$ cat src/rtl/twi_slave_logic_if.sv
// Bus/handshake bundle for twi_slave_logic: the TWI lines plus the
// register-file strobe port. The slave modport is the responder's view,
// the master modport is the view of whatever drives the bus and serves the
// register file.
interface twi_slave_logic_if;
  logic       iScl;
  logic       iSda;
  logic       oSda;
  logic [7:0] oRegAddr;
  logic [7:0] oRegWrData;
  logic       oRegWrEn;
  logic       oRegRdEn;
  logic [7:0] iRegRdData;
  logic       oBusy;

  modport slave (
    input  iScl, iSda, iRegRdData,
    output oSda, oRegAddr, oRegWrData, oRegWrEn, oRegRdEn, oBusy
  );

  modport master (
    output iScl, iSda, iRegRdData,
    input  oSda, oRegAddr, oRegWrData, oRegWrEn, oRegRdEn, oBusy
  );
endinterface

$ cat src/rtl/twi_slave_logic.sv
// TWI (I2C) target: START/STOP decode, 7-bit address match, 8-bit register
// pointer, byte moves to/from a register file over one-cycle strobes.
// Optional macro TWI_SLAVE_GLITCH_FILTER_EN inserts a stable-count filter of
// FILTER_LEN cycles after the synchronisers (edge latency 3 + FILTER_LEN).
//
// state     | meaning
// S_IDLE    | bus free, waiting for START
// S_ADDR    | shifting the address/R-W byte
// S_A_ACK   | ACKing the address byte
// S_PTR     | shifting the register pointer byte
// S_P_ACK   | ACKing the pointer byte
// S_WR      | shifting a write data byte
// S_W_ACK   | ACKing a write data byte, pointer bumped at its end
// S_RD      | driving a read data byte MSB first
// S_RD_MACK | released, sampling the master ACK/NACK
// S_IGNORE  | not addressed or NACKed, waiting for START/STOP
module twi_slave_logic #(
  parameter logic [6:0] SLAVE_ADDR = 7'h21,
  parameter int         FILTER_LEN = 4
) (
  input logic             iPlbClk,
  input logic             iPlbReset,
  twi_slave_logic_if.slave bus
);

  typedef enum logic [3:0] {
    S_IDLE, S_ADDR, S_A_ACK, S_PTR, S_P_ACK, S_WR, S_W_ACK, S_RD, S_RD_MACK, S_IGNORE
  } state_t;

  if (FILTER_LEN < 1) begin : g_bad_filter_len
    $error("FILTER_LEN must be at least 1");
  end

  logic scl_s1, scl_s2, sda_s1, sda_s2;
  logic scl_f, sda_f, scl_q, sda_q;

  // Two-flop synchronisers on the asynchronous bus lines.
  always_ff @(posedge iPlbClk) begin
    if (iPlbReset) begin
      scl_s1 <= 1'b1;
      scl_s2 <= 1'b1;
      sda_s1 <= 1'b1;
      sda_s2 <= 1'b1;
    end else begin
      scl_s1 <= bus.iScl;
      scl_s2 <= scl_s1;
      sda_s1 <= bus.iSda;
      sda_s2 <= sda_s1;
    end
  end

`ifdef TWI_SLAVE_GLITCH_FILTER_EN
  localparam int FCW = $clog2(FILTER_LEN + 1);
  logic [FCW-1:0] scl_cnt, sda_cnt;

  // Stable-count filter: a line only changes after FILTER_LEN differing samples in a row.
  always_ff @(posedge iPlbClk) begin
    if (iPlbReset) begin
      scl_f   <= 1'b1;
      sda_f   <= 1'b1;
      scl_cnt <= '0;
      sda_cnt <= '0;
    end else begin
      if (scl_s2 == scl_f) begin
        scl_cnt <= '0;
      end else if (scl_cnt == FCW'(FILTER_LEN - 1)) begin
        scl_f   <= scl_s2;
        scl_cnt <= '0;
      end else begin
        scl_cnt <= scl_cnt + 1'b1;
      end
      if (sda_s2 == sda_f) begin
        sda_cnt <= '0;
      end else if (sda_cnt == FCW'(FILTER_LEN - 1)) begin
        sda_f   <= sda_s2;
        sda_cnt <= '0;
      end else begin
        sda_cnt <= sda_cnt + 1'b1;
      end
    end
  end
`else
  assign scl_f = scl_s2;
  assign sda_f = sda_s2;
`endif

  // Previous-sample copies for edge detection.
  always_ff @(posedge iPlbClk) begin
    if (iPlbReset) begin
      scl_q <= 1'b1;
      sda_q <= 1'b1;
    end else begin
      scl_q <= scl_f;
      sda_q <= sda_f;
    end
  end

  logic scl_rise, scl_fall, start_det, stop_det;
  assign scl_rise  = scl_f & ~scl_q;
  assign scl_fall  = ~scl_f & scl_q;
  assign start_det = scl_f & scl_q & sda_q & ~sda_f;
  assign stop_det  = scl_f & scl_q & ~sda_q & sda_f;

  state_t     state, state_n;
  logic       ack_ph, ack_ph_n;
  logic [3:0] bit_cnt, bit_cnt_n;
  logic [7:0] shreg, shreg_n, byte_in;
  logic       rw, rw_n;
  logic       osda, osda_n;
  logic [7:0] reg_addr, addr_n, wr_data, wdata_n;
  logic       wr_en, wr_en_n, rd_en, rd_en_n, rd_pend, busy, busy_n;

  assign byte_in = {shreg[6:0], sda_f};

  // State and datapath registers; reset releases SDA on the edge it is sampled.
  always_ff @(posedge iPlbClk) begin
    if (iPlbReset) begin
      state    <= S_IDLE;
      ack_ph   <= 1'b0;
      bit_cnt  <= '0;
      shreg    <= '0;
      rw       <= 1'b0;
      osda     <= 1'b1;
      reg_addr <= '0;
      wr_data  <= '0;
      wr_en    <= 1'b0;
      rd_en    <= 1'b0;
      rd_pend  <= 1'b0;
      busy     <= 1'b0;
    end else begin
      state    <= state_n;
      ack_ph   <= ack_ph_n;
      bit_cnt  <= bit_cnt_n;
      shreg    <= shreg_n;
      rw       <= rw_n;
      osda     <= osda_n;
      reg_addr <= addr_n;
      wr_data  <= wdata_n;
      wr_en    <= wr_en_n;
      rd_en    <= rd_en_n;
      rd_pend  <= rd_en;
      busy     <= busy_n;
    end
  end

  // Next-state and datapath decode; bus conditions win over bit handling.
  always_comb begin
    state_n   = state;
    ack_ph_n  = ack_ph;
    bit_cnt_n = bit_cnt;
    shreg_n   = shreg;
    rw_n      = rw;
    osda_n    = osda;
    addr_n    = reg_addr;
    wdata_n   = wr_data;
    wr_en_n   = 1'b0;
    rd_en_n   = 1'b0;
    busy_n    = busy;
    if (start_det) begin
      state_n   = S_ADDR;
      bit_cnt_n = '0;
      ack_ph_n  = 1'b0;
      osda_n    = 1'b1;
      busy_n    = 1'b0;
    end else if (stop_det) begin
      state_n  = S_IDLE;
      ack_ph_n = 1'b0;
      osda_n   = 1'b1;
      busy_n   = 1'b0;
    end else begin
      case (state)
        S_ADDR, S_PTR, S_WR: begin
          if (scl_rise) begin
            shreg_n   = byte_in;
            bit_cnt_n = bit_cnt + 4'd1;
            if (bit_cnt == 4'd7) begin
              ack_ph_n = 1'b0;
              if (state == S_ADDR) begin
                if (shreg[6:0] == SLAVE_ADDR) begin
                  rw_n    = sda_f;
                  busy_n  = 1'b1;
                  state_n = S_A_ACK;
                end else begin
                  state_n = S_IGNORE;
                end
              end else if (state == S_PTR) begin
                addr_n  = byte_in;
                state_n = S_P_ACK;
              end else begin
                wdata_n = byte_in;
                wr_en_n = 1'b1;
                state_n = S_W_ACK;
              end
            end
          end
        end
        S_A_ACK, S_P_ACK, S_W_ACK: begin
          if (scl_fall) begin
            if (!ack_ph) begin
              osda_n   = 1'b0;
              ack_ph_n = 1'b1;
              // Fetch the first read byte early so its MSB is ready at the ACK release.
              if (state == S_A_ACK && rw) rd_en_n = 1'b1;
            end else begin
              osda_n    = 1'b1;
              ack_ph_n  = 1'b0;
              bit_cnt_n = '0;
              if (state == S_A_ACK) begin
                if (rw) begin
                  state_n = S_RD;
                  osda_n  = shreg[7];
                  shreg_n = {shreg[6:0], 1'b1};
                end else begin
                  state_n = S_PTR;
                end
              end else begin
                state_n = S_WR;
                if (state == S_W_ACK) addr_n = reg_addr + 8'd1;
              end
            end
          end
        end
        S_RD: begin
          if (scl_rise) begin
            bit_cnt_n = bit_cnt + 4'd1;
          end else if (scl_fall) begin
            if (bit_cnt == 4'd8) begin
              osda_n   = 1'b1;
              ack_ph_n = 1'b0;
              state_n  = S_RD_MACK;
            end else begin
              osda_n  = shreg[7];
              shreg_n = {shreg[6:0], 1'b1};
            end
          end
        end
        S_RD_MACK: begin
          if (scl_rise && !ack_ph) begin
            if (!sda_f) begin
              ack_ph_n = 1'b1;
              addr_n   = reg_addr + 8'd1;
              rd_en_n  = 1'b1;
            end else begin
              state_n = S_IGNORE;
            end
          end else if (scl_fall && ack_ph) begin
            ack_ph_n  = 1'b0;
            bit_cnt_n = '0;
            state_n   = S_RD;
            osda_n    = shreg[7];
            shreg_n   = {shreg[6:0], 1'b1};
          end
        end
        default: ;
      endcase
    end
    // Read data arrives one cycle after the strobe; no bit moves in that cycle.
    if (rd_pend) shreg_n = bus.iRegRdData;
  end

  assign bus.oSda       = osda;
  assign bus.oRegAddr   = reg_addr;
  assign bus.oRegWrData = wr_data;
  assign bus.oRegWrEn   = wr_en;
  assign bus.oRegRdEn   = rd_en;
  assign bus.oBusy      = busy;

endmodule

$ cat src/flat_wrapper.sv
// flat-port wrapper written by rule: the top's interface ports become plain ports
module twi_slave_logic_flat 
#(
  parameter logic [6:0] SLAVE_ADDR = 7'h21,
  parameter int         FILTER_LEN = 4
)
  (iPlbClk, iPlbReset, bus_iScl, bus_iSda, bus_iRegRdData, bus_oSda, bus_oRegAddr, bus_oRegWrData, bus_oRegWrEn, bus_oRegRdEn, bus_oBusy);
  twi_slave_logic_if bus_i ();
  input logic iPlbClk;
  input logic iPlbReset;
  input wire logic [$bits(bus_i.iScl)-1:0] bus_iScl;
  input wire logic [$bits(bus_i.iSda)-1:0] bus_iSda;
  input wire logic [$bits(bus_i.iRegRdData)-1:0] bus_iRegRdData;
  output wire logic [$bits(bus_i.oSda)-1:0] bus_oSda;
  output wire logic [$bits(bus_i.oRegAddr)-1:0] bus_oRegAddr;
  output wire logic [$bits(bus_i.oRegWrData)-1:0] bus_oRegWrData;
  output wire logic [$bits(bus_i.oRegWrEn)-1:0] bus_oRegWrEn;
  output wire logic [$bits(bus_i.oRegRdEn)-1:0] bus_oRegRdEn;
  output wire logic [$bits(bus_i.oBusy)-1:0] bus_oBusy;
  assign bus_i.iScl = bus_iScl;
  assign bus_i.iSda = bus_iSda;
  assign bus_i.iRegRdData = bus_iRegRdData;
  assign bus_oSda = bus_i.oSda;
  assign bus_oRegAddr = bus_i.oRegAddr;
  assign bus_oRegWrData = bus_i.oRegWrData;
  assign bus_oRegWrEn = bus_i.oRegWrEn;
  assign bus_oRegRdEn = bus_i.oRegRdEn;
  assign bus_oBusy = bus_i.oBusy;
  twi_slave_logic #(.SLAVE_ADDR(SLAVE_ADDR), .FILTER_LEN(FILTER_LEN)) u_core (.iPlbClk(iPlbClk), .iPlbReset(iPlbReset), .bus(bus_i));
endmodule
$ cat config.mk
export PLATFORM = sky130hd
export DESIGN_NAME = twi_slave_logic_flat
export DESIGN_NICKNAME = d
export VERILOG_FILES = /design/src/rtl/twi_slave_logic_if.sv /design/src/rtl/twi_slave_logic.sv /design/src/flat_wrapper.sv
export SDC_FILE = /design/constraint.sdc
export NUM_CORES = 1
export LEC_CHECK = 0
export ABC_AREA = 1
export CAP_MARGIN = 20
export CORE_AREA = 3 3 77 79
export CTS_BUF_LIST = sky130_fd_sc_hd__clkbuf_4 sky130_fd_sc_hd__clkbuf_8
export DETAILED_ROUTE_END_ITERATION = 16
export DIE_AREA = 0 0 80 82
export PLACE_DENSITY = 0.8
export SYNTH_ARGS = -nofsm -noshare
export SYNTH_HDL_FRONTEND = slang
export SYNTH_SLANG_ARGS = --single-unit
$ cat constraint.sdc
create_clock -name iPlbClk -period 3.4 [get_ports iPlbClk]
set_input_delay 0.34 -clock iPlbClk [delete_from_list [all_inputs] [get_ports iPlbClk]]
set_output_delay 0.34 -clock iPlbClk [all_outputs]
set_load 0.03 [all_outputs]
==> results of run 1 <==
==> cell usage in the layout, fill, tap and decap left out, types with 2 or more instances in the layout <==
master and count:
nor3_1 5, inv_2 6, a21oi_2 2, nor2_4 5, nand3_2 4, ha_1 3
o21ai_0 31, nor2_2 5, nand3_1 45, a21oi_1 34, clkdlybuf4s50_1 31, inv_1 41
nor2_1 56, o22ai_1 3, nand4_1 3, clkinv_2 2, clkbuf_8 5, nand2_2 9
nand2_1 79, dfxtp_1 45, nand3b_1 2, xor2_1 2, or2_2 5, o211ai_1 3
o21ai_1 4
==> per-stage QoR <==
stage / util, % / instance area [µm²]
after floorplan: - / 2630
after global placement: 55.2 / 2980
after detailed placement: 55.2 / 2980
after CTS: 57.3 / 3100
after global routing: 57.3 / 3100
final: 57.3 / 3100
==> layer usage <==
| layer | wire length [µm] | part of all wire, % | vias up | track usage [%] |
|---|---|---|---|---|
| li1 | - | - | 1386 | - |
| met1 | 2920 | 43 | 1246 | 27.7 |
| met2 | 3220 | 47 | 119 | 35.4 |
| met3 | 462 | 6.8 | 18 | 4.06 |
| met4 | 199 | 2.9 | 0 | 9.46 |
| met5 | 0 | 0 | - | 0 |
==> cells by family (layout without fill, tap and decap cells) <==
group	after synthesis	in the layout	share of synthesized area [%]
compound gates	79	79	15.9
xor+xnor	2	2	0.666
fa+ha+maj	3	3	1.43
buf+inv	58	88	8.93
flops	45	45	34.2
simple gates	220	220	38.9
==> power breakdown <==
part           internal, µW  switching (µW)
clock                   221             199
combinational           396             852
sequential              608            88.1
==> sequential cells by signal, indices dropped and copies added (netlist names), 4 cells and up <==
name	cells
u_core.state	4
u_core.shreg	8
u_core.bit_cnt	4
u_core.bus.oRegWrData	8
u_core.bus.oRegAddr	8
==> cell type report <==
| type | instances | area (µm²) | area share [%] |
|---|---|---|---|
| multi-input combinational | 304 | 1500 | 48.3 |
| sequential | 45 | 901 | 29.1 |
| timing repair buffer | 31 | 310 | 10.0 |
| inverter | 49 | 185 | 5.98 |
| tap | 72 | 90.1 | 2.91 |
| clock buffer | 5 | 68.8 | 2.22 |
| clock inverter | 3 | 43.8 | 1.41 |
==> worst max-delay path by stage <==
| stage | from | endpoint | slack [ps] |
|---|---|---|---|
| after CTS | u_core.rd_pend$_SDFF_PP0_ | u_core.shreg[1]$_SDFFE_PP0P_ | 1400 |
| after detailed placement | iPlbReset | u_core.bit_cnt[0]$_SDFFE_PP0P_ | 1240 |
| final | u_core.rd_pend$_SDFF_PP0_ | u_core.shreg[5]$_SDFFE_PP0P_ | 1350 |
| after global placement | iPlbReset | u_core.bit_cnt[0]$_SDFFE_PP0P_ | 1320 |
| after global routing | u_core.rd_pend$_SDFF_PP0_ | u_core.shreg[4]$_SDFFE_PP0P_ | 1130 |
| after floorplan | u_core.state[1]$_SDFFE_PP0P_ | u_core.bus.oRegAddr[3]$_SDFFE_PP0P_ | 1950 |
==> run_results.csv, run 1 <==
group,metric,value,unit
final_layout,n_antenna_cell,0,
timing,final-hold-violation-count,0,
timing,rsz0062_at_grt,"no",
timing,maxSlewViolCount,0,
timing,final_layout_worst_hold_slack,423,ps
final_layout,area_growth_syn_to_layout,17.6,%
logic_synthesis,syn_warnings,0,
placed_design,place.gp.congestion,0.959,
setup_path,critical_path_peak_fanout,21,
setup_path,critical_path_cell_count,7,
cts,tritoncts_clock_tree,"done",
global_routing,largest_net_degree_at_the_start_of_global_routing,22,
global_routing,global_route_wire_length_before_repair,11100,µm
setup_path,worst_r2r_path_depth,7,
floorplan,initial_core_utilization,48.7,%
timing,worst_slack,1350,ps
floorplan,die_height,82,µm
worst_hold_path,worstHoldPathCells,1,
final_layout,drive_above_1_share,10.5,%
floorplan,fp.dieArea,6560,µm²
worst_hold_path,timing.hold.worst_endpoint,"u_core.sda_f$_SDFF_PP1_",
cts,htree_num_levels,2,
placed_design,detailed_place_hpwl,5040,µm
cts,tritoncts.num_buffers,5,
final_layout,fill_cells,542,
cts,clock_tree.buffer_depth,2,
global_routing,grt_pass1_vias,2488,
worst_hold_path,hold_start,"u_core.sda_s1$_SDFF_PP1_",
floorplan,die-width,80,µm
cts,cts.reportedPaths.clkPinSlew,90,ps
setup_path,worstSetupStartpointType,"flop",
logic_synthesis,synthDistinctLibCells,31,
detailed_routing,route.detailed.wl_per_inst,13.4,µm
timing,worst_slew_margin_rel,56.5,%
detailed_routing,drc_errors,0,
final_layout,finalNonFillerCells,509,
cts,ctsHoldBuffers,0,
logic_synthesis,synth_top_cells_by_area,"dfxtp_1, nand2_1, nand3_1, nor2_1, a21oi_1",
placed_design,post-place-ws,1240,ps
setup_path,cp-end-kind,"flop",
setup_path,worst_r2r_endpoint,"u_core.shreg[5]$_SDFFE_PP0P_",
timing,fmax,487,MHz
logic_synthesis,yosysSeqAreaShare,34.2,%
power,ir_worst_vdd,0.514,mV
outcome,outcome,"finished, final reports clean",
detailed_routing,drt-total-wl,6810,µm
timing,share_of_the_cycle_needed_by_the_critical_path_after_routing,60.4,%
floorplan,design.core.area,5410,µm²
logic_synthesis,synthArstFlopShare,0,%
final_layout,finalNetCount,451,
global_routing,grt_overflow_total,0,
setup_path,critical_path.slowest_cell,"dfxtp_1",
logic_synthesis,yosys_register_bits,45,
placed_design,placedCellCount,501,
detailed_routing,routed-via-count,2769,
global_routing,globalRouteTotalUtil,21.6,%
setup_path,crit_path_max_incr_delay,610,ps
cts,postCtsResizedCells,0,
timing,report.final.setup_viol,0,
detailed_routing,drtAntennaViolNets,0,
power,design_power_total,2360,µW
floorplan,core.rowCount,27,
setup_path,path_delay_family,"simple AND/OR/NAND/NOR gates",
setup_path,worstReg2RegStart,"u_core.rd_pend$_SDFF_PP0_",
logic_synthesis,synthesis.nets,422,
setup_path,critPathBufInv,1,
job,max_cap_viol_count,0,
cts,worst_skew_pair.late_latency,300,ps
power,powerDensity,764,nW/µm²
timing,final_clock_skew,6.15,ps
logic_synthesis,synthFlopType,"dfxtp_1",
setup_path,critical_path_class,"flop to flop",
logic_synthesis,yosys-top-cells-count,"nand2_1, nor2_1, dfxtp_1, nand3_1, inv_1",
setup_path,critPathArrivalTime,2280,ps
timing,setup-tns-final,0,ps
global_routing,antenna_found_initial,0,
logic_synthesis,synthMostInstantiatedCell,"nand2_1",
logic_synthesis,syn-cell-area,2630,µm²
placed_design,portBuffers,31,
cts,clkSinkCount,45,
detailed_routing,detail_route.vias_per_cell,5.44,
setup_path,crit_chain,"inv_1, nand3_1, nand2_1, nand3b_1, nor2_2, nand3_1, a21oi_1",
cts,post_cts_buffers,0,
timing,max_slew.worst_pin.slew,650,ps
logic_synthesis,syn-mean-instance-area,6.47,µm²
logic_synthesis,synth_edf_count,0,
timing,clock_period_minus_final_worst_setup_slack,2050,ps
setup_path,critPathMostFrequentCell,"nand3_1",
setup_path,required,3630,ps
floorplan,num_io_pins,32,
logic_synthesis,netlist.area_leader.share,34.2,%
cts,clk_root_buffer_cell,"clkbuf_8",
logic_synthesis,synth_cells,407,
detailed_routing,number_of_drc_markers_in_iteration_0,165,
logic_synthesis,post-synth-top-area-cell,"dfxtp_1",
detailed_routing,detailedRoute.firstPassIterationCount,5,
worst_hold_path,hold_path.class,"flop to flop",
power,cellLeakagePower,0.00129,µW
setup_path,rrSetupSlack,1350,ps
Note: power is estimated with default switching activity, not from simulation.
==> inputs of run 2 (changes only) <==
==> constraint.sdc (replaced) <==
create_clock -name iPlbClk -period 1.9 [get_ports iPlbClk]
set_input_delay 0.19 -clock iPlbClk [delete_from_list [all_inputs] [get_ports iPlbClk]]
set_output_delay 0.19 -clock iPlbClk [all_outputs]
set_load 0.03 [all_outputs]
==> run 2 against run 1 <==
Net effect:
- clock power is 44% higher
- worst setup slack worse by 1200 ps
- combinational power is 88% higher
- first-iteration DRC count is 30% higher
- routed wire length is 7.0% higher
- critical path depth is 4 higher
- design area is 2.6% higher
- register-to-register slack worse by 1200 ps
- power is 78% higher
- sequential share of layout area is 0.62 points lower
- clock skew is 1.6 ps higher
- largest cell class unchanged
- largest power group unchanged
==> run_results.csv, run 2 (synthesis gave the netlist of run 1 again) <==
group,metric,value,unit
floorplan,die_height,82,µm
cts,worst_skew_pair.late_latency,300,ps
final_layout,drive_above_1_share,13.6,%
placed_design,placedCellCount,509,
timing,maxSlewViolCount,0,
power,ir_worst_vdd,0.919,mV
placed_design,post-place-ws,147,ps
outcome,outcome,"finished, final reports clean",
floorplan,core.rowCount,27,
setup_path,critical_path_peak_fanout,6,
floorplan,fp.dieArea,6560,µm²
power,cellLeakagePower,0.00133,µW
global_routing,globalRouteTotalUtil,23.0,%
detailed_routing,routed-via-count,2792,
final_layout,n_antenna_cell,0,
detailed_routing,detail_route.vias_per_cell,5.38,
placed_design,detailed_place_hpwl,5500,µm
cts,ctsHoldBuffers,0,
placed_design,portBuffers,31,
setup_path,cp-end-kind,"flop",
timing,report.final.setup_viol,0,
setup_path,critPathArrivalTime,1930,ps
setup_path,worstReg2RegStart,"u_core.bit_cnt[0]$_SDFFE_PP0P_",
global_routing,largest_net_degree_at_the_start_of_global_routing,21,
cts,tritoncts_clock_tree,"done",
setup_path,required,2090,ps
worst_hold_path,worstHoldPathCells,2,
final_layout,commonest_cells_after_routing_fill_and_taps_aside,"nand2_1, nor2_1, nand3_1",
floorplan,die-width,80,µm
final_layout,area_growth_syn_to_layout,20.6,%
final_layout,final_common_cell,"nand2_1",
worst_hold_path,hold_start,"u_core.bus.oRegRdEn$_SDFF_PP0_",
setup_path,worst_r2r_path_depth,11,
timing,final_clock_skew,7.74,ps
job,max_cap_viol_count,0,
power,design_power_total,4220,µW
setup_path,worstSetupStartpointType,"flop",
setup_path,critical_path_class,"flop to flop",
cts,cts.reportedPaths.clkPinSlew,90,ps
detailed_routing,number_of_drc_markers_in_iteration_0,214,
global_routing,grt_overflow_total,0,
timing,share_of_the_cycle_needed_by_the_critical_path_after_routing,91.6,%
global_routing,global_route_wire_length_before_repair,11900,µm
detailed_routing,drt-total-wl,7290,µm
detailed_routing,drtAntennaViolNets,0,
cts,htree_num_levels,2,
global_routing,grt_pass1_vias,2462,
detailed_routing,detailedRoute.firstPassIterationCount,5,
timing,clock_period_minus_final_worst_setup_slack,1740,ps
floorplan,initial_core_utilization,48.7,%
final_layout,fin_area,3180,µm²
setup_path,crit_start,"u_core.bit_cnt[0]$_SDFFE_PP0P_",
cts,clkSinkCount,45,
global_routing,antenna_found_initial,0,
timing,final-hold-violation-count,0,
placed_design,placed_area,3040,µm²
floorplan,num_io_pins,32,
timing,worst_slack,159,ps
cts,clock_tree.buffer_depth,2,
timing,worst_slew_margin_rel,67.8,%
placed_design,place.gp.congestion,0.969,
final_layout,finalNonFillerCells,519,
floorplan,design.core.area,5410,µm²
cts,clk_root_buffer_cell,"clkbuf_8",
timing,fmax,574,MHz
cts,tritoncts.num_buffers,5,
timing,max_slew.worst_pin.slew,482,ps
detailed_routing,route.detailed.wl_per_inst,14.0,µm
final_layout,finalNetCount,461,
power,powerDensity,1330,nW/µm²
detailed_routing,drc_errors,0,
setup_path,rrSetupSlack,160,ps
worst_hold_path,hold_path.class,"flop to flop",
final_layout,finalCoreUtilization,58.8,%
==> run 2: changes by cell type in the layout (fill, tap and decap cells not counted), moves of 2 or more <==
cell | before | now
buf_4 | 0 | 10
clkinv_2 | 2 | 0
clkinvlp_4 | 0 | 2
dfxtp_1 | 45 | 42
dfxtp_2 | 0 | 3
inv_4 | 0 | 2
==> run 2: repair_timing <==
action / 4_1_cts / 5_1_grt
resized for setup: 0 / 9
buffers inserted: 0 / 2
endpoints found under the setup margin: 0 / 20
==> run 2: cell type report <==
type,count,area (µm²)
multi-input combinational,304,1520
clock inverter,2,15.0
tap,72,90.1
inverter,49,189
clock buffer,6,76.3
sequential,45,905
timing repair buffer,41,385
fill,526,2230
==> run 2: layer usage <==
metal	GRT usage, %	up-vias	routed length (µm)
met3	3.73	15	349
met4	6.93	0	149
met1	30.3	1284	3240
met5	0	-	0
met2	38.8	94	3540
li1	-	1399	-
==> run 2: report_power, final <==
| part | internal, µW | switching (µW) |
|---|---|---|
| registers | 1090 | 169 |
| logic | 759 | 1590 |
| clock network | 274 | 330 |
==> run 2: metrics by stage <==
| step | TNS (ps) | hold slack, ps |
|---|---|---|
| 5_1_grt | -7.68 | 455 |
| 3_5_place_dp | 0 | 415 |
| 4_1_cts | 0 | 435 |
| 2_1_floorplan | 0 | 294 |
| 3_3_place_gp | 0 | 401 |
| 6_report | 0 | 435 |
==> run 2: worst paths after layout <==
path | endpoint
worst max-delay path | u_core.state[0]$_SDFFE_PP0P_
worst min-delay path | u_core.rd_pend$_SDFF_PP0_
worst max register to register | u_core.state[0]$_SDFFE_PP0P_
worst min register to register | u_core.rd_pend$_SDFF_PP0_
==> run 2: worst max-delay path, cell delays in order, from the launching register on <==
cell,delay [ps]
dfxtp_1,350
inv_1,90
ha_1,150
nand2_1,50
nor2_1,320
nor2_1,90
inv_1,80
nand2_2,80
nor2_4,120
nand2_2,110
a21oi_1,130
nor2_1,60
